`config.mk`:
```
export PLATFORM = sky130hd
export DESIGN_NAME = uart_receiver
export DESIGN_NICKNAME = d
export VERILOG_FILES = /design/src/rtl/uart_pkg.sv /design/src/rtl/baud_controller.sv /design/src/rtl/uart_receiver.sv
export SDC_FILE = /design/constraint.sdc
export NUM_CORES = 1
export LEC_CHECK = 0
export CAP_MARGIN = 20
export CORE_UTILIZATION = 41
export CTS_CLUSTER_DIAMETER = 80
export DETAILED_ROUTE_END_ITERATION = 8
export HOLD_SLACK_MARGIN = 0.05
export PLACE_DENSITY = 0.7
export SLEW_MARGIN = 15
export SYNTH_ARGS = -nofsm -noshare
export SYNTH_HDL_FRONTEND = slang
export SYNTH_SLANG_ARGS = --single-unit
```
`constraint.sdc`:
```
create_clock -name clk -period 6.5 [get_ports clk]
set_input_delay 0.975 -clock clk [delete_from_list [all_inputs] [get_ports clk]]
set_output_delay 0.975 -clock clk [all_outputs]
set_load 0.01 [all_outputs]
```
`src/rtl/uart_pkg.sv`:
```
// Shared UART definitions: receiver FSM states, frame constants and helpers
// used by both the transmit and receive paths.
package uart_pkg;

    typedef enum logic [2:0] {
        S_IDLE,
        S_START,
        S_DATA,
        S_PARITY,
        S_STOP,
        S_WAIT_IDLE
    } rx_state_t;

    localparam int OVERSAMPLE = 16;
    localparam int MID_SAMPLE = 7;
    localparam int DATA_BITS  = 8;
    localparam int DIV_W      = 14;

    // Odd parity bit: data ones plus this bit always total an odd count.
    function automatic logic odd_parity(input logic [7:0] data);
        return ~^data;
    endfunction

    // clk cycles per 16x tick for a 50 MHz clock: 300 ... 115200 baud.
    function automatic logic [DIV_W-1:0] baud_divisor(input logic [2:0] sel);
        case (sel)
            3'd0:    return 14'd10417;
            3'd1:    return 14'd2604;
            3'd2:    return 14'd651;
            3'd3:    return 14'd326;
            3'd4:    return 14'd163;
            3'd5:    return 14'd81;
            3'd6:    return 14'd54;
            default: return 14'd27;
        endcase
    endfunction

endpackage

```
`src/rtl/baud_controller.sv`:
```
// 16x-baud sample enable generator: a single-clk pulse every baud_divisor()
// cycles of the selected rate.
module baud_controller
    import uart_pkg::*;
(
    input  logic       reset,
    input  logic       clk,
    input  logic [2:0] i_baud_select,
    output logic       o_tick
);

    logic [DIV_W-1:0] r_count;
    logic             r_tick;

    // Down-counter so a rate change mid-count still reaches zero and reloads.
    always_ff @(posedge clk or posedge reset) begin
        if (reset) begin
            r_count <= '0;
            r_tick  <= 1'b0;
        end else if (r_count == '0) begin
            r_count <= baud_divisor(i_baud_select) - 14'd1;
            r_tick  <= 1'b1;
        end else begin
            r_count <= r_count - 14'd1;
            r_tick  <= 1'b0;
        end
    end

    assign o_tick = r_tick;

endmodule

```
`src/rtl/uart_receiver.sv`:
```
// UART receive stage: 16x oversampled start/data/odd-parity/stop framing with
// one-clk result strobes for a good byte, a parity error or a framing error.
module uart_receiver
    import uart_pkg::*;
(
    input  logic       reset,
    input  logic       clk,
    input  logic [2:0] baud_select,
    input  logic       Rx_EN,
    input  logic       RxD,
    output logic [7:0] Rx_DATA,
    output logic       Rx_VALID,
    output logic       Rx_PERROR,
    output logic       Rx_FERROR,
    output logic       Rx_BUSY
);

    localparam logic [3:0] SC_MID  = 4'(MID_SAMPLE);
    localparam logic [3:0] SC_LAST = 4'(OVERSAMPLE - 1);
    localparam logic [2:0] BI_LAST = 3'(DATA_BITS - 1);

    logic       w_tick;
    logic       r_rxd_meta;
    logic       r_rxd_s;
    rx_state_t  r_state;
    logic [3:0] r_sc;
    logic [2:0] r_bi;
    logic [7:0] r_shift;
    logic       r_parity;
    logic [7:0] r_data;
    logic       r_valid;
    logic       r_perror;
    logic       r_ferror;

    baud_controller u_baud (
        .reset         (reset),
        .clk           (clk),
        .i_baud_select (baud_select),
        .o_tick        (w_tick)
    );

    // Flops reset to 1 so the idle line is not mistaken for a start bit.
    always_ff @(posedge clk or posedge reset) begin
        if (reset) begin
            r_rxd_meta <= 1'b1;
            r_rxd_s    <= 1'b1;
        end else begin
            r_rxd_meta <= RxD;
            r_rxd_s    <= r_rxd_meta;
        end
    end

    always_ff @(posedge clk or posedge reset) begin
        if (reset) begin
            r_state  <= S_IDLE;
            r_sc     <= '0;
            r_bi     <= '0;
            r_shift  <= '0;
            r_parity <= 1'b0;
            r_data   <= 8'h00;
            r_valid  <= 1'b0;
            r_perror <= 1'b0;
            r_ferror <= 1'b0;
        end else begin
            r_valid  <= 1'b0;
            r_perror <= 1'b0;
            r_ferror <= 1'b0;
            if (!Rx_EN) begin
                r_state <= S_IDLE;
            end else if (w_tick) begin
                case (r_state)
                    S_IDLE: begin
                        if (!r_rxd_s) begin
                            r_state <= S_START;
                            r_sc    <= '0;
                        end
                    end
                    S_START: begin
                        if (r_sc == SC_MID) begin
                            r_sc <= '0;
                            r_bi <= '0;
                            r_state <= r_rxd_s ? S_IDLE : S_DATA;
                        end else begin
                            r_sc <= r_sc + 4'd1;
                        end
                    end
                    S_DATA: begin
                        r_sc <= r_sc + 4'd1;
                        if (r_sc == SC_LAST) begin
                            r_shift[r_bi] <= r_rxd_s;
                            r_bi          <= r_bi + 3'd1;
                            if (r_bi == BI_LAST)
                                r_state <= S_PARITY;
                        end
                    end
                    S_PARITY: begin
                        r_sc <= r_sc + 4'd1;
                        if (r_sc == SC_LAST) begin
                            r_parity <= r_rxd_s;
                            r_state  <= S_STOP;
                        end
                    end
                    S_STOP: begin
                        r_sc <= r_sc + 4'd1;
                        if (r_sc == SC_LAST) begin
                            if (!r_rxd_s) begin
                                r_ferror <= 1'b1;
                                r_state  <= S_WAIT_IDLE;
                            end else if (r_parity != odd_parity(r_shift)) begin
                                r_perror <= 1'b1;
                                r_state  <= S_IDLE;
                            end else begin
                                r_data  <= r_shift;
                                r_valid <= 1'b1;
                                r_state <= S_IDLE;
                            end
                        end
                    end
                    S_WAIT_IDLE: begin
                        // A break or stuck-low line must not retrigger framing.
                        if (r_rxd_s)
                            r_state <= S_IDLE;
                    end
                    default: r_state <= S_IDLE;
                endcase
            end
        end
    end

    assign Rx_DATA   = r_data;
    assign Rx_VALID  = r_valid;
    assign Rx_PERROR = r_perror;
    assign Rx_FERROR = r_ferror;
    assign Rx_BUSY   = (r_state != S_IDLE);

endmodule

```
==> results of run 1 <==
==> final cells by class <==
cell class / count / area (um2)
timing repair buffer: 19 / 200
tap: 72 / 90.1
clock inverter: 3 / 23.8
multi-input combinational: 175 / 1200
clock buffer: 5 / 68.8
fill: 510 / 2870
inverter: 6 / 35.0
sequential: 47 / 1180
==> worst min path at each step <==
stage	startpoint	end	slack (ns)	cells after the start
detailed placement	r_rxd_meta	r_rxd_s	0.35	0
global route	r_rxd_meta	r_rxd_s	0.37	0
floorplan	r_rxd_meta	r_rxd_s	0.35	0
global placement	r_rxd_meta	r_rxd_s	0.35	0
finish	r_rxd_meta	r_rxd_s	0.36	0
CTS	r_rxd_meta	r_rxd_s	0.36	0
==> metrics by stage <==
stage / utilization, % / cell area [um2]
2_1_floorplan: - / 2480
3_3_place_gp: 47.4 / 2690
3_5_place_dp: 47.4 / 2690
4_1_cts: 49.0 / 2780
5_1_grt: 49.4 / 2800
6_report: 49.4 / 2800
==> worst reg2reg max path: stages (launching register included) <==
cell	delay, ns
dfrtp_1	0.44
or2_2	0.19
or2_4	0.15
or3_1	0.36
clkinv_8	0.12
a21oi_1	0.20
ha_1	0.22
or3b_2	0.53
o21a_1	0.21
o22a_1	0.18
o21ai_0	0.17
nand3_1	0.09
==> power by group <==
part	switching [mW]	internal [mW]
Sequential	0.0346	0.322
Combinational	0.0535	0.0467
Clock	0.108	0.0771
Total	0.196	0.446
==> cell usage after synthesis, types with 2 or more instances <==
cell / n
a22o_1: 2
nand3b_1: 5
ha_1: 4
nand2_1: 20
inv_1: 5
o41ai_1: 2
or3b_2: 2
dfstp_2: 2
nor3_1: 7
o21ai_0: 12
a31oi_1: 2
nor4_1: 3
xor2_1: 6
clkbuf_1: 9
a21oi_1: 8
nand3_1: 11
or4_1: 3
mux2_2: 18
buf_2: 2
and3_1: 3
or3_1: 2
nor2_1: 22
dfrtp_1: 45
o31ai_1: 4
nand2b_1: 2
nor3b_1: 2
nor2b_1: 2
xnor2_1: 6
o2111ai_1: 2
o21a_1: 4
or4_4: 2
==> logic make-up (layout without fill, tap and decap cells) <==
logic type               Yosys count  in the layout  share of synthesized area (%)
flip-flops                        47             47                           47.6
XOR/XNOR                          13             13                           5.15
AO/OA/AOI/OAI                     47             47                           12.9
AND/OR/NAND/NOR                   92             92                           19.9
multiplexers                      19             19                           8.58
adder cells (fa/ha/maj)            4              4                           2.02
buffers and inverters             19             33                           3.84
==> layout by cell type (no fill, tap or decap), types with 5 or more instances in the layout <==
cell,n
dfrtp_1,45
nor3_1,7
xor2_1,6
nor2_1,22
clkdlybuf4s50_1,18
nand2_1,20
o21ai_0,12
mux2_2,18
nand3_1,11
clkbuf_8,5
xnor2_1,6
a21oi_1,8
nand3b_1,5
==> sequential cells by signal (all words and copies together) (netlist names), 3 cells and up <==
register        flops
Rx_DATA             8
u_baud.r_count     14
r_bi                3
r_state             3
r_sc                4
r_shift             8
==> layer usage <==
layer	vias up	GRT usage, %	share of wire [%]
li1	899	-	-
met1	854	20.4	50
met2	25	24.8	47
met3	7	3.31	2.2
met4	0	5.36	1.1
met5	-	0	0
==> out/results.tsv, run 1 <==
metric	value	unit
RePlAce Congestion	0.887	
Mapped Area	2480	um2
kind of critical path	input pin to flip-flop	
final hold vios	0	
post-synth cell types	53	
Worst Setup EP	u_baud.r_count[4]	
crit-path max FO	8	
Hold Crit Class	flip-flop to flip-flop	
# diodes	0	
async set-reset flop share out of synthesis	100	%
Final Non-Filler Cells	327	
initial drt markers	115	
Crit path required time	6.68	ns
Seq cells post-synth	47	
CP arrival	3.68	ns
ratio of cells with drive above 1 in the final layout	15.7	%
Critical Path Source	baud_select[2]	
Cells after DPL	318	
pre-CTS WS	2.71	ns
hold slack	0.359	ns
Tcrit/Tclk final	53.8	%
Nets	265	
type of element launching the critical path	input pin	
Worst Tran Pin Value	0.632	ns
Syn Nets	252	
Area growth syn-to-layout	13.0	%
CTS HTree Levels	2	
RSZ-0062 raised after global routing	false	
vias per cell	5.46	
Critical Path End Type	flip-flop	
initial antenna violation count	0	
Chip Width	79.8	um
via count	1785	
Root Driver	clkbuf_8	
core region area	5680	um2
Total GRT Usage	15.4	%
critical register-to-register path startpoint	u_baud.r_count[4]	
Synth Instances	241	
number of synthesis warnings	0	
Skew-Pair Late Insertion Delay	0.30	ns
CP cell instances	clkdlybuf4s50_1 -> inv_1 -> nor2_1 -> a21oi_1 -> a21oi_1 -> ha_1 -> or3b_2 -> o21a_1 -> o22a_1 -> o21ai_0 -> nand3_1	
CTS resizes	0	
CTS buffer count	5	
DRC viols	0	
Slew Limit Fails	0	
DRT Pass-1 Iters	4	
Setup violations, final	0	
per-cell routed wire length	13.6	um
Fmax	286	MHz
post-route setup slack	3.00	ns
setup TNS	0	ns
min Tclk post-route	3.50	ns
reg2reg end	u_baud.r_count[4]	
worst vdd ir	0.121	mV
gr ovfl total	0	
Die Area	6360	um2
ANT nets after route	0	
Power Density	229	nW/um2
hold_buf cts	0	
largest net degree at the start of global routing	48	
Starting Density	43.7	%
CP most frequent cell	a21oi_1	
CP Depth	11	
clock-pin slew of the registers on the worst-case setup and hold paths	0.09	ns
PortBufs	18	
Main synth FF type	dfrtp_1	
FF-to-FF path depth	11	
CTS tree	yes	
Die Height	79.8	um
Crit-path slowest cell	clkdlybuf4s50_1	
row count	27	
Avg Synthesized Cell Area	10.3	um2
cell taking the most area after synthesis	dfrtp_1	
Max stage delay on crit path	0.63	ns
first-pass GRT wire length	7610	um
post-synth top area share	45.4	%
vias in the first global route	1694	
Worst Clk Skew	0.0118	ns
Seq/Total Area, Yosys	47.6	%
clk sinks	47	
Leakage	1.22	nW
PnR Total Power	0.642	mW
max cap viols	0	
HPWL after DPL	3110	um
R2R Setup Slk	3.54	ns
status	completed	
Post-Route WL	4460	um
top cells by area, synth	dfrtp_1 45%, mux2_2 8.2%, nor2_1 3.3%	
EDFF count, synth	0	
Post-CTS Setup Inserts	0	
CP bufs+invs	2	
largest buffer count on any clock path	2	
boundary pin count	19	
Top delay family on crit path	compound AO/OA/AOI/OAI gates	
Max transition margin	57.5	%
Note: power is estimated with default switching activity, not from simulation.
==> run 2, diff against run 1 <==
--- a/config.mk
+++ b/config.mk
@@ -10,7 +10,7 @@
 export CTS_CLUSTER_DIAMETER = 80
 export DETAILED_ROUTE_END_ITERATION = 8
 export HOLD_SLACK_MARGIN = 0.05
-export PLACE_DENSITY = 0.7
+export PLACE_DENSITY = 0.73
 export SLEW_MARGIN = 15
 export SYNTH_ARGS = -nofsm -noshare
 export SYNTH_HDL_FRONTEND = slang
==> constraint.sdc (replaced) <==
create_clock -name clk -period 2.97 [get_ports clk]
set_input_delay 0.4455 -clock clk [delete_from_list [all_inputs] [get_ports clk]]
set_output_delay 0.4455 -clock clk [all_outputs]
set_load 0.01 [all_outputs]
==> run 2 against run 1 <==
  * Hold slack hardly changed
  * Flip-flop and latch count unchanged
  * Cell area is 2.6% higher
  * Cell count increased by 3.4%
  * Utilization rose by 1.3 points
  * First-iteration DRC count is 8.7% higher
  * Clock-buffer cell count rose by 2
  * Non-clock buffer count increased by 11
  * Critical endpoint is now u_baud.r_count[6]
  * Largest power group unchanged
==> out/results.tsv, run 2 (synthesis results as in run 1) <==
metric	value	unit	change
Hold Crit Class	flip-flop to flip-flop		
commonest non-fill, non-tap cell in the layout	dfrtp_1		
Die Height	79.8	um	unchanged
largest net degree at the start of global routing	48		unchanged
status	completed		
vias in the first global route	1799		+6.2%
CP arrival	2.96	ns	-0.72 ns
crit-path max FO	7		-1
HPWL after DPL	3280	um	+5.5%
DRC viols	0		unchanged
Top Usage Layer GRT	met2		
initial drt markers	125		+8.7%
Worst Clk Skew	0.00930	ns	-0.00250 ns
Top reg by flops	u_baud.r_count		
Root Driver	clkbuf_8		
PnR Total Power	1.39	mW	+120%
Chip Width	79.8	um	unchanged
clk sinks	47		unchanged
R2R Setup Slk	0.18	ns	-3.36 ns
Setup violations, final	0		unchanged
ratio of cells with drive above 1 in the final layout	19.2	%	+3.5 points
per-cell routed wire length	13.6	um	-0.59%
initial antenna violation count	0		unchanged
clock-pin slew of the registers on the worst-case setup and hold paths	0.08	ns	about the same
Power Density	485	nW/um2	+110%
Post-CTS Setup Inserts	0		unchanged
Skew-Pair Late Insertion Delay	0.30	ns	about the same
via count	1823		+2.1%
Critical Path End Type	flip-flop		
Flop pwr share	55.9	%	+0.3 points
Critical Path Source	u_baud.r_count[1]		
first-pass GRT wire length	8090	um	+6.3%
Worst Setup EP	u_baud.r_count[6]		
worst vdd ir	0.256	mV	+110%
M2 GR Usage	27.6	%	+2.8 points
Worst Tran Pin Value	0.918	ns	+0.287 ns
# diodes	0		unchanged
reg2reg end	u_baud.r_count[6]		
final hold vios	0		unchanged
critical register-to-register path startpoint	u_baud.r_count[1]		
final instance area	2880	um2	+2.6%
RePlAce Congestion	0.795		-10%
Nets	276		+4.2%
CTS buffer count	5		unchanged
Slew Limit Fails	0		unchanged
type of element launching the critical path	flip-flop		
Starting Density	43.7	%	unchanged
CTS tree	yes		
met3 Resource Use GR	3.20	%	-0.11 points
Total GRT Usage	16.2	%	+0.86 points
NetSw	0.394	mW	+100%
Clock power frac	28.0	%	-0.8 points
PortBufs	18		unchanged
CTS HTree Levels	2		unchanged
most frequent cells in the layout	45 x dfrtp_1, 22 x nor2_1, 20 x nand2_1		
Tcrit/Tclk final	94.0	%	
FF-to-FF path depth	10		-1
boundary pin count	19		unchanged
number of flip-flops in the largest register	14		unchanged
ANT nets after route	0		unchanged
vias per cell	5.39		-1.2%
max cap viols	0		unchanged
layout filler cell count	521		+2.2%
Leakage	1.28	nW	+4.8%
hold slack	0.359	ns	-0.000420 ns
P_int	1.00	mW	+120%
setup TNS	0	ns	unchanged
Post-Route WL	4590	um	+2.8%
combinational cell fraction of total power	16.1	%	+0.5 points
sw frac	28.3	%	-2.2 points
gr ovfl total	0		unchanged
RSZ-0062 raised after global routing	false		
Max transition margin	38.7	%	-19 points
Fmax	358	MHz	
Die Area	6360	um2	unchanged
largest buffer count on any clock path	2		unchanged
kind of critical path	flip-flop to flip-flop		
DP Area	2780	um2	+3.4%
core region area	5680	um2	unchanged
row count	27		unchanged
Area growth syn-to-layout	16.0	%	
met1 global-route usage	20.5	%	+0.10 points
DRT Pass-1 Iters	4		unchanged
min Tclk post-route	2.79	ns	
Crit path required time	3.14	ns	-3.54 ns
==> run 2: what timing repair did <==
action / 4_1_cts / 5_1_grt
resized for setup: 0 / 1
hold buffers: 0 / 0
endpoints found under the setup margin: 0 / 5
==> run 2: area by class of cell <==
cell class	count	area, um2	area share (%)
Clock buffer	7	86.3	3.00
Clock inverter	1	5.00	0.174
Inverter	6	35.0	1.22
Multi-Input combinational cell	175	1210	42.1
Sequential cell	47	1180	41.0
Tap cell	72	90.1	3.13
Timing Repair Buffer	30	270	9.40
==> run 2: critical path, stage by stage, from the launching register on <==
cell	delay, ns
dfrtp_1	0.39
or4_4	0.55
or2_4	0.26
or3_4	0.41
nor2_1	0.13
nor2_1	0.05
ha_1	0.21
or3b_2	0.26
nor3_2	0.08
a311oi_2	0.24
a21oi_1	0.06
==> run 2: layer usage <==
layer  routed length, um  up-vias
li1                    -      919
met3                 115        5
met1                2170      875
met2                2250       24
met4                  51        0
met5                   0        -
==> run 2: through the flow <==
stage                     cells  setup slack (ns)  utilization [%]
after detailed placement    330            0.0252             49.0
after global placement      330             0.144             49.0
after CTS                   338            0.0732             50.6
final                       338             0.177             50.7
after floorplan             241             0.251                -
after global routing        338            0.0360             50.7
==> run 2: worst min-delay path by stage <==
stage | slack [ns] | start | cells after the start | to
2_1_floorplan | 0.35 | r_rxd_meta | 0 | r_rxd_s
3_3_place_gp | 0.35 | r_rxd_meta | 0 | r_rxd_s
3_5_place_dp | 0.35 | r_rxd_meta | 0 | r_rxd_s
4_1_cts | 0.36 | r_rxd_meta | 0 | r_rxd_s
5_1_grt | 0.36 | r_rxd_meta | 0 | r_rxd_s
6_report | 0.36 | r_rxd_meta | 0 | r_rxd_s
==> run 2: power by group through the flow <==
| stage | Clock [mW] | Combinational (mW) | Sequential (mW) |
|---|---|---|---|
| final | 0.390 | 0.225 | 0.779 |
| after global routing | 0.428 | 0.256 | 0.792 |
| after CTS | 0.408 | 0.225 | 0.777 |
| after detailed placement | 0 | 0.225 | 0.788 |
| after global placement | 0 | 0.220 | 0.785 |
| after floorplan | 0 | 0.182 | 0.767 |
==> run 3, diff against run 2 <==
--- a/config.mk
+++ b/config.mk
@@ -6,11 +6,12 @@
 export NUM_CORES = 1
 export LEC_CHECK = 0
 export CAP_MARGIN = 20
-export CORE_UTILIZATION = 41
+export CORE_UTILIZATION = 45
 export CTS_CLUSTER_DIAMETER = 80
+export CTS_CLUSTER_SIZE = 40
 export DETAILED_ROUTE_END_ITERATION = 8
 export HOLD_SLACK_MARGIN = 0.05
-export PLACE_DENSITY = 0.73
+export PLACE_DENSITY = 0.78
 export SLEW_MARGIN = 15
 export SYNTH_ARGS = -nofsm -noshare
 export SYNTH_HDL_FRONTEND = slang
==> run 3 against run 2 <==
  * Cell count down 0.89%
  * Flip-flop and latch count did not move
  * Total power up 5.6%
  * Sequential power decreased by 0.8%
  * Combinational power up 8%
  * Routed wire length down 2.4%
  * Hold slack about the same
==> out/results.tsv, run 3 (synthesis results as in run 1) <==
metric	value	unit	change
Top reg by flops	u_baud.r_count		
ANT nets after route	0		unchanged
core region area	5200	um2	-8.3%
layout filler cell count	455		-13%
Starting Density	47.6	%	+3.9 points
wl on met1	2060	um	-5.2%
vias in the first global route	1802		+0.17%
Nets	275		-0.36%
RePlAce Congestion	0.833		+4.8%
Worst Clk Skew	0.00588	ns	-0.00341 ns
Max transition margin	36.9	%	-1.7 points
NetSw	0.403	mW	+2.3%
number of flip-flops in the largest register	14		unchanged
Flop pwr share	52.5	%	-3.4 points
initial antenna violation count	0		unchanged
initial drt markers	74		-41%
DRT Pass-1 Iters	4		unchanged
CP arrival	2.92	ns	-0.04 ns
CTS tree	yes		
clock-pin slew of the registers on the worst-case setup and hold paths	0.09	ns	about the same
sw frac	27.4	%	-0.88 points
combinational cell fraction of total power	16.5	%	+0.4 points
Fmax	365	MHz	+1.9%
CP cell instances	or4_4 -> or2_4 -> or3_4 -> nor2_1 -> nor2_1 -> ha_1 -> or3b_2 -> nor3_2 -> a311oi_2 -> a21oi_1		
worst vdd ir	0.438	mV	+71%
Crit path required time	3.15	ns	about the same
P_int	1.07	mW	+6.9%
Post-Route WL	4480	um	-2.4%
per-cell routed wire length	13.4	um	-1.5%
crit-path max FO	7		unchanged
most frequent cells in the layout	45 x dfrtp_1, 22 x nor2_1, 20 x nand2_1		
boundary pin count	19		unchanged
Root Driver	clkbuf_8		
PortBufs	18		unchanged
Die Height	76.2	um	-4.4%
type of element launching the critical path	flip-flop		
metal3 WL	120	um	+4.3%
# diodes	0		unchanged
largest net degree at the start of global routing	48		unchanged
min Tclk post-route	2.74	ns	-0.0512 ns
Slew Limit Fails	0		unchanged
PnR Total Power	1.47	mW	+5.6%
Chip Width	76.2	um	-4.4%
Top delay family on crit path	simple AND/OR/NAND/NOR gates		
status	completed		
via count	1851		+1.5%
DRC viols	0		unchanged
Leakage	1.28	nW	+0.41%
Max stage delay on crit path	0.54	ns	about the same
Worst Tran Pin Value	0.945	ns	+0.0260 ns
Skew-Pair Late Insertion Delay	0.29	ns	about the same
RSZ-0062 raised after global routing	false		
clk sinks	47		unchanged
Hold Crit Class	flip-flop to flip-flop		
ratio of cells with drive above 1 in the final layout	19.2	%	+0.072 points
Die Area	5810	um2	-8.7%
Post-CTS Setup Inserts	0		unchanged
highest metal used	met4		
Setup violations, final	0		unchanged
max cap viols	0		unchanged
CTS HTree Levels	2		unchanged
HPWL after DPL	3290	um	+0.29%
Crit-path slowest cell	or4_4		
depth of the worst hold-timing path	0		unchanged
commonest non-fill, non-tap cell in the layout	dfrtp_1		
Tcrit/Tclk final	92.3	%	-1.7 points
Area growth syn-to-layout	16.5	%	
vias per cell	5.53		+2.4%
gr ovfl total	0		unchanged
Clock power frac	31.0	%	+3.0 points
Critical Path End Type	flip-flop		
FF-to-FF path depth	10		unchanged
largest buffer count on any clock path	2		unchanged
Power Density	510	nW/um2	+5.2%
row count	26		-3.7%
kind of critical path	flip-flop to flip-flop		
routed wl met2	2230	um	-0.85%
CP bufs+invs	0		unchanged
CP most frequent cell	nor2_1		
first-pass GRT wire length	8060	um	-0.42%
CP Depth	10		unchanged
CTS buffer count	5		unchanged
final hold vios	0		unchanged
Total GRT Usage	17.0	%	+0.72 points
setup TNS	0	ns	unchanged
## run 3: worst register-to-register path, stage by stage, from the launching register on
cell and delay, ns:
dfrtp_1 0.39, or4_4 0.54, or2_4 0.26, or3_4 0.41, nor2_1 0.13, nor2_1 0.05, ha_1 0.21, or3b_2 0.27
nor3_2 0.09, a311oi_2 0.23, a21oi_1 0.06
## run 3: worst paths after layout
| path | to | start | slack, ns |
|---|---|---|---|
| max | u_baud.r_count[6] | u_baud.r_count[1] | 0.23 |
| max in group asynchronous | r_shift[1] | reset | 1.71 |
| min in group asynchronous | u_baud.r_count[5] | reset | 0.68 |
| min reg2reg | r_rxd_s | r_rxd_meta | 0.36 |
| max reg2reg | u_baud.r_count[6] | u_baud.r_count[1] | 0.23 |
| min | r_rxd_s | r_rxd_meta | 0.36 |
## run 3: timing repair
| action | CTS | global route |
|---|---|---|
| gates resized for setup | 0 | 1 |
| hold buffers | 0 | 0 |
| setup endpoints to repair | 0 | 4 |
| endpoints found under the hold margin | 0 | 0 |
## run 3: metal layers
layer,GRT usage (%),up-vias
met1,21.3,890
met4,5.19,0
li1,-,919
met5,0,-
met3,3.83,10
met2,29.0,32
## run 3: power groups by stage
stage / Combinational [mW] / Clock (mW) / Sequential [mW]
2_1_floorplan: 0.182 / 0 / 0.767
3_3_place_gp: 0.233 / 0 / 0.781
3_5_place_dp: 0.241 / 0 / 0.782
4_1_cts: 0.241 / 0.471 / 0.771
5_1_grt: 0.279 / 0.502 / 0.787
6_report: 0.243 / 0.457 / 0.773
## run 3: per-stage QoR
stage	setup slack, ns	cell area, um2	utilization, %	std cells	hold WS (ns)
floorplan	0.251	2480	-	241	0.345
global placement	0.149	2770	53.2	327	0.346
detailed placement	0.0211	2770	53.2	327	0.347
CTS	0.101	2880	55.4	335	0.360
global route	0.0345	2890	55.5	335	0.366
finish	0.228	2890	55.5	335	0.359
## run 3: final cells by class
type / count / area, um2 / area share [%]
Tap cell: 70 / 87.6 / 3.03
Inverter: 6 / 35.0 / 1.21
Multi-Input combinational cell: 175 / 1210 / 41.9
Clock inverter: 3 / 43.8 / 1.52
Timing Repair Buffer: 29 / 263 / 9.10
Clock buffer: 5 / 68.8 / 2.38
Sequential cell: 47 / 1180 / 40.8
